File: src/rtl/wb_stage_if.sv
// wb_stage_if: MEM->WB handshake bundle.
//   master (MEM stage): drives ms_valid and the ms_* instruction fields, samples ws_allowin
//   slave  (WB stage) : samples ms_valid and the ms_* fields, drives ws_allowin
interface wb_stage_if;
    logic        ms_valid;
    logic [31:0] ms_pc;
    logic        ms_rf_we;
    logic [4:0]  ms_dest;
    logic [31:0] ms_result;
    logic        ms_is_load;
    logic [2:0]  ms_load_op;
    logic [1:0]  ms_addr_lo;
    logic        ws_allowin;
    modport master (
        output ms_valid, ms_pc, ms_rf_we, ms_dest, ms_result, ms_is_load, ms_load_op, ms_addr_lo,
        input  ws_allowin
    );
    modport slave (
        input  ms_valid, ms_pc, ms_rf_we, ms_dest, ms_result, ms_is_load, ms_load_op, ms_addr_lo,
        output ws_allowin
    );
endinterface

File: src/rtl/wb_stage.sv
// wb_stage: pipeline write-back stage; aligns load data and drives the GPR write port and decode bypass.
//   clk, rst            : clock, synchronous active-high reset
//   ms                  : MEM->WB handshake (wb_stage_if.slave)
//   data_rvalid_i/rdata : load read beat
//   rf_we/waddr/wdata_o : register-file write port
//   ws_fwd_*_o          : bypass to decode (pending = value not yet valid, load still waiting)
//   WB_DEBUG_TRACE_EN   : when defined, adds debug_wb_pc/rf_wen/rf_wnum/rf_wdata outputs
module wb_stage (
    input  logic        clk,
    input  logic        rst,
    wb_stage_if.slave   ms,
    input  logic        data_rvalid_i,
    input  logic [31:0] data_rdata_i,
    output logic        rf_we_o,
    output logic [4:0]  rf_waddr_o,
    output logic [31:0] rf_wdata_o,
    output logic        ws_fwd_valid_o,
    output logic [4:0]  ws_fwd_dest_o,
    output logic [31:0] ws_fwd_data_o,
    output logic        ws_fwd_pending_o
`ifdef WB_DEBUG_TRACE_EN
    ,
    output logic [31:0] debug_wb_pc_o,
    output logic [3:0]  debug_wb_rf_wen_o,
    output logic [4:0]  debug_wb_rf_wnum_o,
    output logic [31:0] debug_wb_rf_wdata_o
`endif
);
    typedef enum logic [1:0] {S_EMPTY, S_WAIT, S_DONE} state_t;

    state_t      state_q, state_d;
    logic [31:0] pc_q, pc_d;
    logic        rf_we_q, rf_we_d;
    logic [4:0]  dest_q, dest_d;
    logic [31:0] result_q, result_d;
    logic        is_load_q, is_load_d;
    logic [2:0]  load_op_q, load_op_d;
    logic [1:0]  addr_lo_q, addr_lo_d;

    logic        ws_valid, allowin, accept, rv_hit;
    logic [7:0]  byte_sel;
    logic [15:0] half_sel;
    logic [31:0] load_data;

    // Valid is implied by any non-empty state.
    assign ws_valid = state_q != S_EMPTY;
    assign allowin  = !ws_valid || state_q != S_WAIT;
    assign ms.ws_allowin = allowin;
    assign accept   = ms.ms_valid && allowin;
    // Read data only counts while a load is actually waiting; the acceptance cycle is excluded.
    assign rv_hit   = state_q == S_WAIT && is_load_q && data_rvalid_i;

    assign byte_sel  = data_rdata_i[{addr_lo_q, 3'b000} +: 8];
    assign half_sel  = addr_lo_q[1] ? data_rdata_i[31:16] : data_rdata_i[15:0];
    assign load_data = load_op_q == 3'd1 ? {{24{byte_sel[7]}}, byte_sel} :
                       load_op_q == 3'd2 ? {24'b0, byte_sel} :
                       load_op_q == 3'd3 ? {{16{half_sel[15]}}, half_sel} :
                       load_op_q == 3'd4 ? {16'b0, half_sel} : data_rdata_i;

    always_comb begin
        state_d   = state_q;
        pc_d      = pc_q;
        rf_we_d   = rf_we_q;
        dest_d    = dest_q;
        result_d  = result_q;
        is_load_d = is_load_q;
        load_op_d = load_op_q;
        addr_lo_d = addr_lo_q;
        if (accept) begin
            state_d   = ms.ms_is_load ? S_WAIT : S_DONE;
            pc_d      = ms.ms_pc;
            rf_we_d   = ms.ms_rf_we;
            dest_d    = ms.ms_dest;
            result_d  = ms.ms_result;
            is_load_d = ms.ms_is_load;
            load_op_d = ms.ms_load_op;
            addr_lo_d = ms.ms_addr_lo;
        end else if (rv_hit) begin
            state_d  = S_DONE;
            result_d = load_data;
        end else if (state_q == S_DONE) begin
            state_d = S_EMPTY;
        end
    end

    always_ff @(posedge clk) begin
        if (rst) begin
            state_q   <= S_EMPTY;
            pc_q      <= '0;
            rf_we_q   <= 1'b0;
            dest_q    <= '0;
            result_q  <= '0;
            is_load_q <= 1'b0;
            load_op_q <= '0;
            addr_lo_q <= '0;
        end else begin
            state_q   <= state_d;
            pc_q      <= pc_d;
            rf_we_q   <= rf_we_d;
            dest_q    <= dest_d;
            result_q  <= result_d;
            is_load_q <= is_load_d;
            load_op_q <= load_op_d;
            addr_lo_q <= addr_lo_d;
        end
    end

    assign ws_fwd_valid_o   = ws_valid && rf_we_q && dest_q != 5'd0;
    assign ws_fwd_pending_o = ws_fwd_valid_o && state_q == S_WAIT;
    assign ws_fwd_dest_o    = dest_q;
    assign ws_fwd_data_o    = result_q;
    assign rf_we_o          = ws_valid && state_q == S_DONE && rf_we_q && dest_q != 5'd0;
    assign rf_waddr_o       = dest_q;
    assign rf_wdata_o       = result_q;

`ifdef WB_DEBUG_TRACE_EN
    assign debug_wb_pc_o       = pc_q;
    assign debug_wb_rf_wen_o   = {4{rf_we_o}};
    assign debug_wb_rf_wnum_o  = rf_waddr_o;
    assign debug_wb_rf_wdata_o = rf_wdata_o;
`else
    // PC is only observable through the trace port.
    logic unused_pc;
    assign unused_pc = ^pc_q;
`endif
endmodule

File: src/flat_wrapper.sv
// flat-port wrapper written by rule: the top's interface ports become plain ports
module wb_stage_flat 
  (clk, rst, data_rvalid_i, data_rdata_i, rf_we_o, rf_waddr_o, rf_wdata_o, ws_fwd_valid_o, ws_fwd_dest_o, ws_fwd_data_o, ws_fwd_pending_o, ms_ms_valid, ms_ms_pc, ms_ms_rf_we, ms_ms_dest, ms_ms_result, ms_ms_is_load, ms_ms_load_op, ms_ms_addr_lo, ms_ws_allowin);
  wb_stage_if ms_i ();
  input  logic clk;
  input  logic rst;
  input  logic data_rvalid_i;
  input  logic [31:0] data_rdata_i;
  output logic rf_we_o;
  output logic [4:0] rf_waddr_o;
  output logic [31:0] rf_wdata_o;
  output logic ws_fwd_valid_o;
  output logic [4:0] ws_fwd_dest_o;
  output logic [31:0] ws_fwd_data_o;
  output logic ws_fwd_pending_o;
  input wire logic [$bits(ms_i.ms_valid)-1:0] ms_ms_valid;
  input wire logic [$bits(ms_i.ms_pc)-1:0] ms_ms_pc;
  input wire logic [$bits(ms_i.ms_rf_we)-1:0] ms_ms_rf_we;
  input wire logic [$bits(ms_i.ms_dest)-1:0] ms_ms_dest;
  input wire logic [$bits(ms_i.ms_result)-1:0] ms_ms_result;
  input wire logic [$bits(ms_i.ms_is_load)-1:0] ms_ms_is_load;
  input wire logic [$bits(ms_i.ms_load_op)-1:0] ms_ms_load_op;
  input wire logic [$bits(ms_i.ms_addr_lo)-1:0] ms_ms_addr_lo;
  output wire logic [$bits(ms_i.ws_allowin)-1:0] ms_ws_allowin;
  assign ms_i.ms_valid = ms_ms_valid;
  assign ms_i.ms_pc = ms_ms_pc;
  assign ms_i.ms_rf_we = ms_ms_rf_we;
  assign ms_i.ms_dest = ms_ms_dest;
  assign ms_i.ms_result = ms_ms_result;
  assign ms_i.ms_is_load = ms_ms_is_load;
  assign ms_i.ms_load_op = ms_ms_load_op;
  assign ms_i.ms_addr_lo = ms_ms_addr_lo;
  assign ms_ws_allowin = ms_i.ws_allowin;
  wb_stage u_core (.clk(clk), .rst(rst), .ms(ms_i), .data_rvalid_i(data_rvalid_i), .data_rdata_i(data_rdata_i), .rf_we_o(rf_we_o), .rf_waddr_o(rf_waddr_o), .rf_wdata_o(rf_wdata_o), .ws_fwd_valid_o(ws_fwd_valid_o), .ws_fwd_dest_o(ws_fwd_dest_o), .ws_fwd_data_o(ws_fwd_data_o), .ws_fwd_pending_o(ws_fwd_pending_o));
endmodule
File: config.mk
export PLATFORM = sky130hd
export DESIGN_NAME = wb_stage_flat
export DESIGN_NICKNAME = d
export VERILOG_FILES = /design/src/rtl/wb_stage_if.sv /design/src/rtl/wb_stage.sv /design/src/flat_wrapper.sv
export SDC_FILE = /design/constraint.sdc
export NUM_CORES = 1
export LEC_CHECK = 0
export BUFFER_PORTS_ARGS = -buffer_cell sky130_fd_sc_hd__buf_2
export CORE_ASPECT_RATIO = 1.4
export CORE_UTILIZATION = 47
export CTS_BUF_LIST = sky130_fd_sc_hd__clkbuf_4 sky130_fd_sc_hd__clkbuf_8
export DETAILED_ROUTE_END_ITERATION = 16
export HOLD_SLACK_MARGIN = 0.05
export PLACE_DENSITY_LB_ADDON = 0.25
export SETUP_SLACK_MARGIN = 0.3
export SYNTH_ARGS = -nofsm -noshare
export SYNTH_HDL_FRONTEND = slang
export SYNTH_SLANG_ARGS = --single-unit
export TNS_END_PERCENT = 5
File: constraint.sdc
create_clock -name clk -period 4.9 [get_ports clk]
set_clock_uncertainty 0.05 [all_clocks]
set_input_delay 1.225 -clock clk [delete_from_list [all_inputs] [get_ports clk]]
set_output_delay 1.225 -clock clk [all_outputs]
set_load 0.01 [all_outputs]
# Yosys cells after proc, flatten, opt, wreduce, memory -nomap -nowiden
# Index checks and enable logic that the tools add are counted.
[totals]
ff_bits = 46
input_bits = 112
out_inout_bits = 78
word_cells = 41
[classes]
eq_ne = 7
shifts = 1
n_mux = 11
reduce_logical = 15
[ops]
columns = ["op", "n"]
rows = [
  ["32-bit two-way mux", 6],
  ["32-bit by 6-bit indexed part select with 8-bit output", 1],
  ["16-bit two-way mux", 1],
  ["1-bit logical AND", 9],
  ["2-bit two-way mux", 4],
  ["3-bit by 2-bit == test with 1-bit output, second input constant", 2],
  ["5-bit nonzero test", 1],
  ["2-bit nonzero test", 2],
  ["3-bit by 1-bit == test with 1-bit output, second input constant", 1],
  ["3-bit == test, second input constant", 1],
  ["3-bit nonzero test", 1],
  ["2-bit by 1-bit == test with 1-bit output, second input constant", 1],
  ["2-bit == test, second input constant", 1],
  ["2-bit by 1-bit != test with 1-bit output, second input constant", 1],
  ["1-bit zero test", 1],
  ["1-bit logical OR", 1],
]

# Depth between registers and ports, before layout
[depth]
ltp_word = 7
mapped_depth = 7
mapped_depth_nobuf = 4

# Worst setup path after synthesis
# Ideal clock, no wire load.
[synth_path]
kind = "register to output"
start = "reg u_core.dest_q[4] (netlist: u_core.rf_waddr_o[4])"
end = "out rf_we_o"
arrival_ns = 1.208
required_ns = 3.625
slack_ns = 2.417
stages_incl_launch_ff = 4
n_path_buf = 0
cell_sequence = "dfxtp_1 -> or4_1 -> o21ai_0 -> nor3b_1"
[synth_between]
elab_chain_cells = 2
[synth_rtl]
columns = ["item", "line", "source"]
rows = [
  ["start: declaration", "wb_stage.sv:34", "logic [4:0] dest_q, dest_d;"],
  ["start signal: assignment", "wb_stage.sv:100", "dest_q <= dest_d;"],
  ["5-bit nonzero test", "wb_stage.sv:112", "assign rf_we_o = ws_valid && state_q == S_DONE && rf_we_q && dest_q != 5'd0;"],
  ["1-bit logical AND", "wb_stage.sv:112", ""],
  ["end: declaration", "flat_wrapper.sv:9", "output logic rf_we_o;"],
]
# Every way passes these cells.

# Final worst setup path
# Same ends and word-level chain as after synthesis.

==> impl_metrics.env <==
export IMPL_outcome="finished, final reports clean"
export IMPL_dr_total_vias=2890
export IMPL_use_met2_pct=45.42
export IMPL_clockBufferDepth=2
export IMPL_grt_overflow_total=0
export IMPL_top_usage_layer="met2"
export IMPL_h_tree_depth=2
export IMPL_drtIter0Drc=189
export IMPL_finalCriticalPeriod_ns=3.041
export IMPL_p_int_mw=0.6308
export IMPL_syn_to_final_growth_pct=17.07
export IMPL_critPathKind="reg2out"
export IMPL_insertion_delay_ns=0.30
export IMPL_drv_slew=0
export IMPL_timing_critical_path_max_delay_family="simple AND/OR/NAND/NOR gates"
export IMPL_wire_per_inst_um=16.62
export IMPL_p_sw_share_pct=32.04
export IMPL_ys_warn_count=0
export IMPL_max_freq_mhz=328.8
export IMPL_grt_pass1_vias=2636
export IMPL_cts_buffers=5
export IMPL_placed_cells=496
export IMPL_use_met1_pct=30.33
export IMPL_worstPathBufferInverterCount=1
export IMPL_p_leak_nw=1.653
export IMPL_dp_hpwl_um=6124
export IMPL_timing_setup_tns_ns=0
export IMPL_gp_congestion=0.8315
export IMPL_start_util_pct=49.40
export IMPL_cts_sinks=46
export IMPL_cpPeakStageDelay_ns=0.54
export IMPL_grt_use_total_pct=25.69
export IMPL_drive_above_1_share_pct=40.05
export IMPL_ir_drop_v=0.0001449
export IMPL_netlist_area_mm2=0.002917
export IMPL_ys_seq_elements=46
export IMPL_cts_setup_buffers=0
export IMPL_final_nets=545
export IMPL_finalSetupViolations=0
export IMPL_final_cells=502
export IMPL_hold_class="reg2reg"
export IMPL_rsz0062_at_grt="false"
export IMPL_drcViolationCount=0
export IMPL_wl_um=8342
export IMPL_row_count=33
export IMPL_syn_nets=451
export IMPL_relSlewSlack_pct=30.45
export IMPL_p_sw_mw=0.2974
export IMPL_grt_pass1_wl_um=12620
export IMPL_port_buffers=157
export IMPL_fin_crit_sh_pct=62.07
export IMPL_cap_violations=0
export IMPL_via_per_inst=5.757
export IMPL_grt_max_degree=49
export IMPL_synth_cell_types=45
export IMPL_postLayoutCoreUtil_pct=57.83
export IMPL_path_clk_slew_ns=0.08
export IMPL_p_comb_share_pct=27.5
export IMPL_cts_resized=0
export IMPL_cp_arrival_ns=1.77
export IMPL_fp_coreArea_mm2=0.005904
export IMPL_ctsHoldBuffers=0
export IMPL_groute_layer_met3_usage_pct=3.708
export IMPL_cp_required_ns=3.62
export IMPL_postRouteAntennaNets=0
export IMPL_io_pins=190
export IMPL_crit_path_top_delay_cell="or4_1"
export IMPL_clockRootBuffer="clkbuf_8"
export IMPL_tightest_slew_ns=1.041
export IMPL_setup_worst_path_end_class="primary output"
export IMPL_finalHoldViolCount=0
export IMPL_worstPathMaxFanout=4
export IMPL_syn_avg_cell_area_um2=8.603
export IMPL_p_per_area_mw_per_mm2=271.9
export IMPL_antenna_found_initial=0
export IMPL_dieArea_mm2=0.006529
export IMPL_dp_slack_ns=1.791
export IMPL_dieWidth_um=68.58
export IMPL_ys_seq_area_share_pct=31.57
export IMPL_cts_tree="built"
export IMPL_setup_ws_ns=1.859
export IMPL_syn_inst=339
export IMPL_cp_cell_sequence="or4_1, o21ai_0, nor3b_1, buf_2"
export IMPL_die_height_um=95.21
export IMPL_clkPwrFrac_pct=25.2
export IMPL_detail_route_first_pass_iterations=5
export IMPL_crit_path_start_kind="flop"
export IMPL_diodes=0
export IMPL_seqPwrFrac_pct=47.3
-- path summary, 6_finish.rpt --
check,cells past startpoint,slack [ns],start,endpoint
setup / recovery,4,1.86,u_core.rf_waddr_o[4],rf_we_o
hold / removal,2,0.41,u_core.rf_we_q,u_core.rf_we_q
setup reg to reg,4,2.43,u_core.state_q[1],u_core.rf_wdata_o[28]
hold reg to reg,2,0.41,u_core.rf_we_q,u_core.rf_we_q
-- metal layers --
layer | part of all wire, % | routed length (µm)
met1 | 41 | 3459
met2 | 50 | 4168
met3 | 6.1 | 508
met4 | 2.5 | 205
met5 | 0 | 0
-- final cells by class --
type,instances,area [µm²]
clock buffer,6,82.58
fill,563,2490
inverter,13,48.80
multi-input combinational,210,1489
sequential,46,920.9
tap,70,87.58
timing repair buffer,157,785.8
-- synthesized netlist by cell type --
cell	number	area [µm²]
a211oi_1	18	135.1
a21o_1	1	7.510
a21oi_1	18	90.09
a22oi_1	4	30.03
a31oi_1	15	93.84
a31oi_4	1	21.27
and2_0	1	6.260
and3_1	1	6.260
and3b_1	1	8.760
and4b_1	1	10.01
buf_1	2	7.510
buf_2	11	55.05
buf_4	40	300.3
buf_6	4	45.04
clkbuf_1	12	45.04
clkbuf_2	1	5.000
dfxtp_1	46	920.9
inv_1	13	48.80
mux2i_1	14	140.1
mux4_1	4	105.1
mux4_2	4	90.09
nand2_1	28	105.1
nand2b_1	2	12.51
nand3_1	2	10.01
nand4_1	1	6.260
nand4b_1	1	8.760
nor2_1	5	18.77
nor2b_1	3	18.77
nor3b_1	1	7.510
nor3b_2	1	12.51
o2111ai_1	1	8.760
o211ai_1	11	82.58
o211ai_2	1	12.51
o21a_1	1	7.510
o21ai_0	27	135.1
o21ai_4	1	16.27
o221ai_1	3	26.28
o22ai_1	26	162.7
o2bb2ai_1	1	8.760
o32ai_1	1	8.760
or2_2	1	6.260
or3_1	1	6.260
or3b_2	1	8.760
or4_1	6	45.04
xnor2_1	1	8.760
-- cells by family after synthesis --
logic type,synth area share [%]
compound gates,29.04
xor+xnor,0.3004
simple gates,10.21
mux,11.50
buf+inv,17.37
flops,31.57
-- flip-flops by register name, indices dropped and copies added (netlist names) --
register / flops
u_core.addr_lo_q: 2
u_core.is_load_q: 1
u_core.load_op_q: 3
u_core.rf_waddr_o: 5
u_core.rf_wdata_o: 32
u_core.rf_we_q: 1
u_core.state_q: 2
-- per-stage QoR --
stage	instance area (µm²)	hold slack (ns)	power, mW
global placement	3332	0.3907	0.6974
finish	3415	0.4084	0.9283
floorplan	2917	0.3829	0.6307
global route	3415	0.4452	0.9788
detailed placement	3332	0.3972	0.7026
CTS	3415	0.4086	0.9306
-- power by group through the flow --
stage	clock network (mW)	registers (mW)	logic, mW
finish	0.234	0.439	0.255
global route	0.249	0.445	0.285
CTS	0.236	0.439	0.256
detailed placement	0	0.448	0.255
global placement	0	0.446	0.252
floorplan	0	0.451	0.180
-- cells in the final DEF (no fill, tap or decap), types with 2 or more instances in the layout --
master and count:
a211oi_1 18, a21oi_1 18, a22oi_1 4, a31oi_1 15, buf_2 157, clkbuf_8 6, dfxtp_1 46, inv_1 13
mux2i_1 14, mux4_1 4, mux4_2 4, nand2_1 28, nand2b_1 2, nand3_1 2, nor2_1 5, nor2b_1 3
o211ai_1 11, o21ai_0 27, o221ai_1 3, o22ai_1 26, or4_1 6
-- worst register-to-register path, stage by stage (launching register included) --
cell and delay (ns):
dfxtp_1 0.39, nand2b_1 0.56, a21o_1 0.91, o22ai_1 0.22, a211oi_1 0.26
Note: power is estimated with default switching activity, not from simulation.
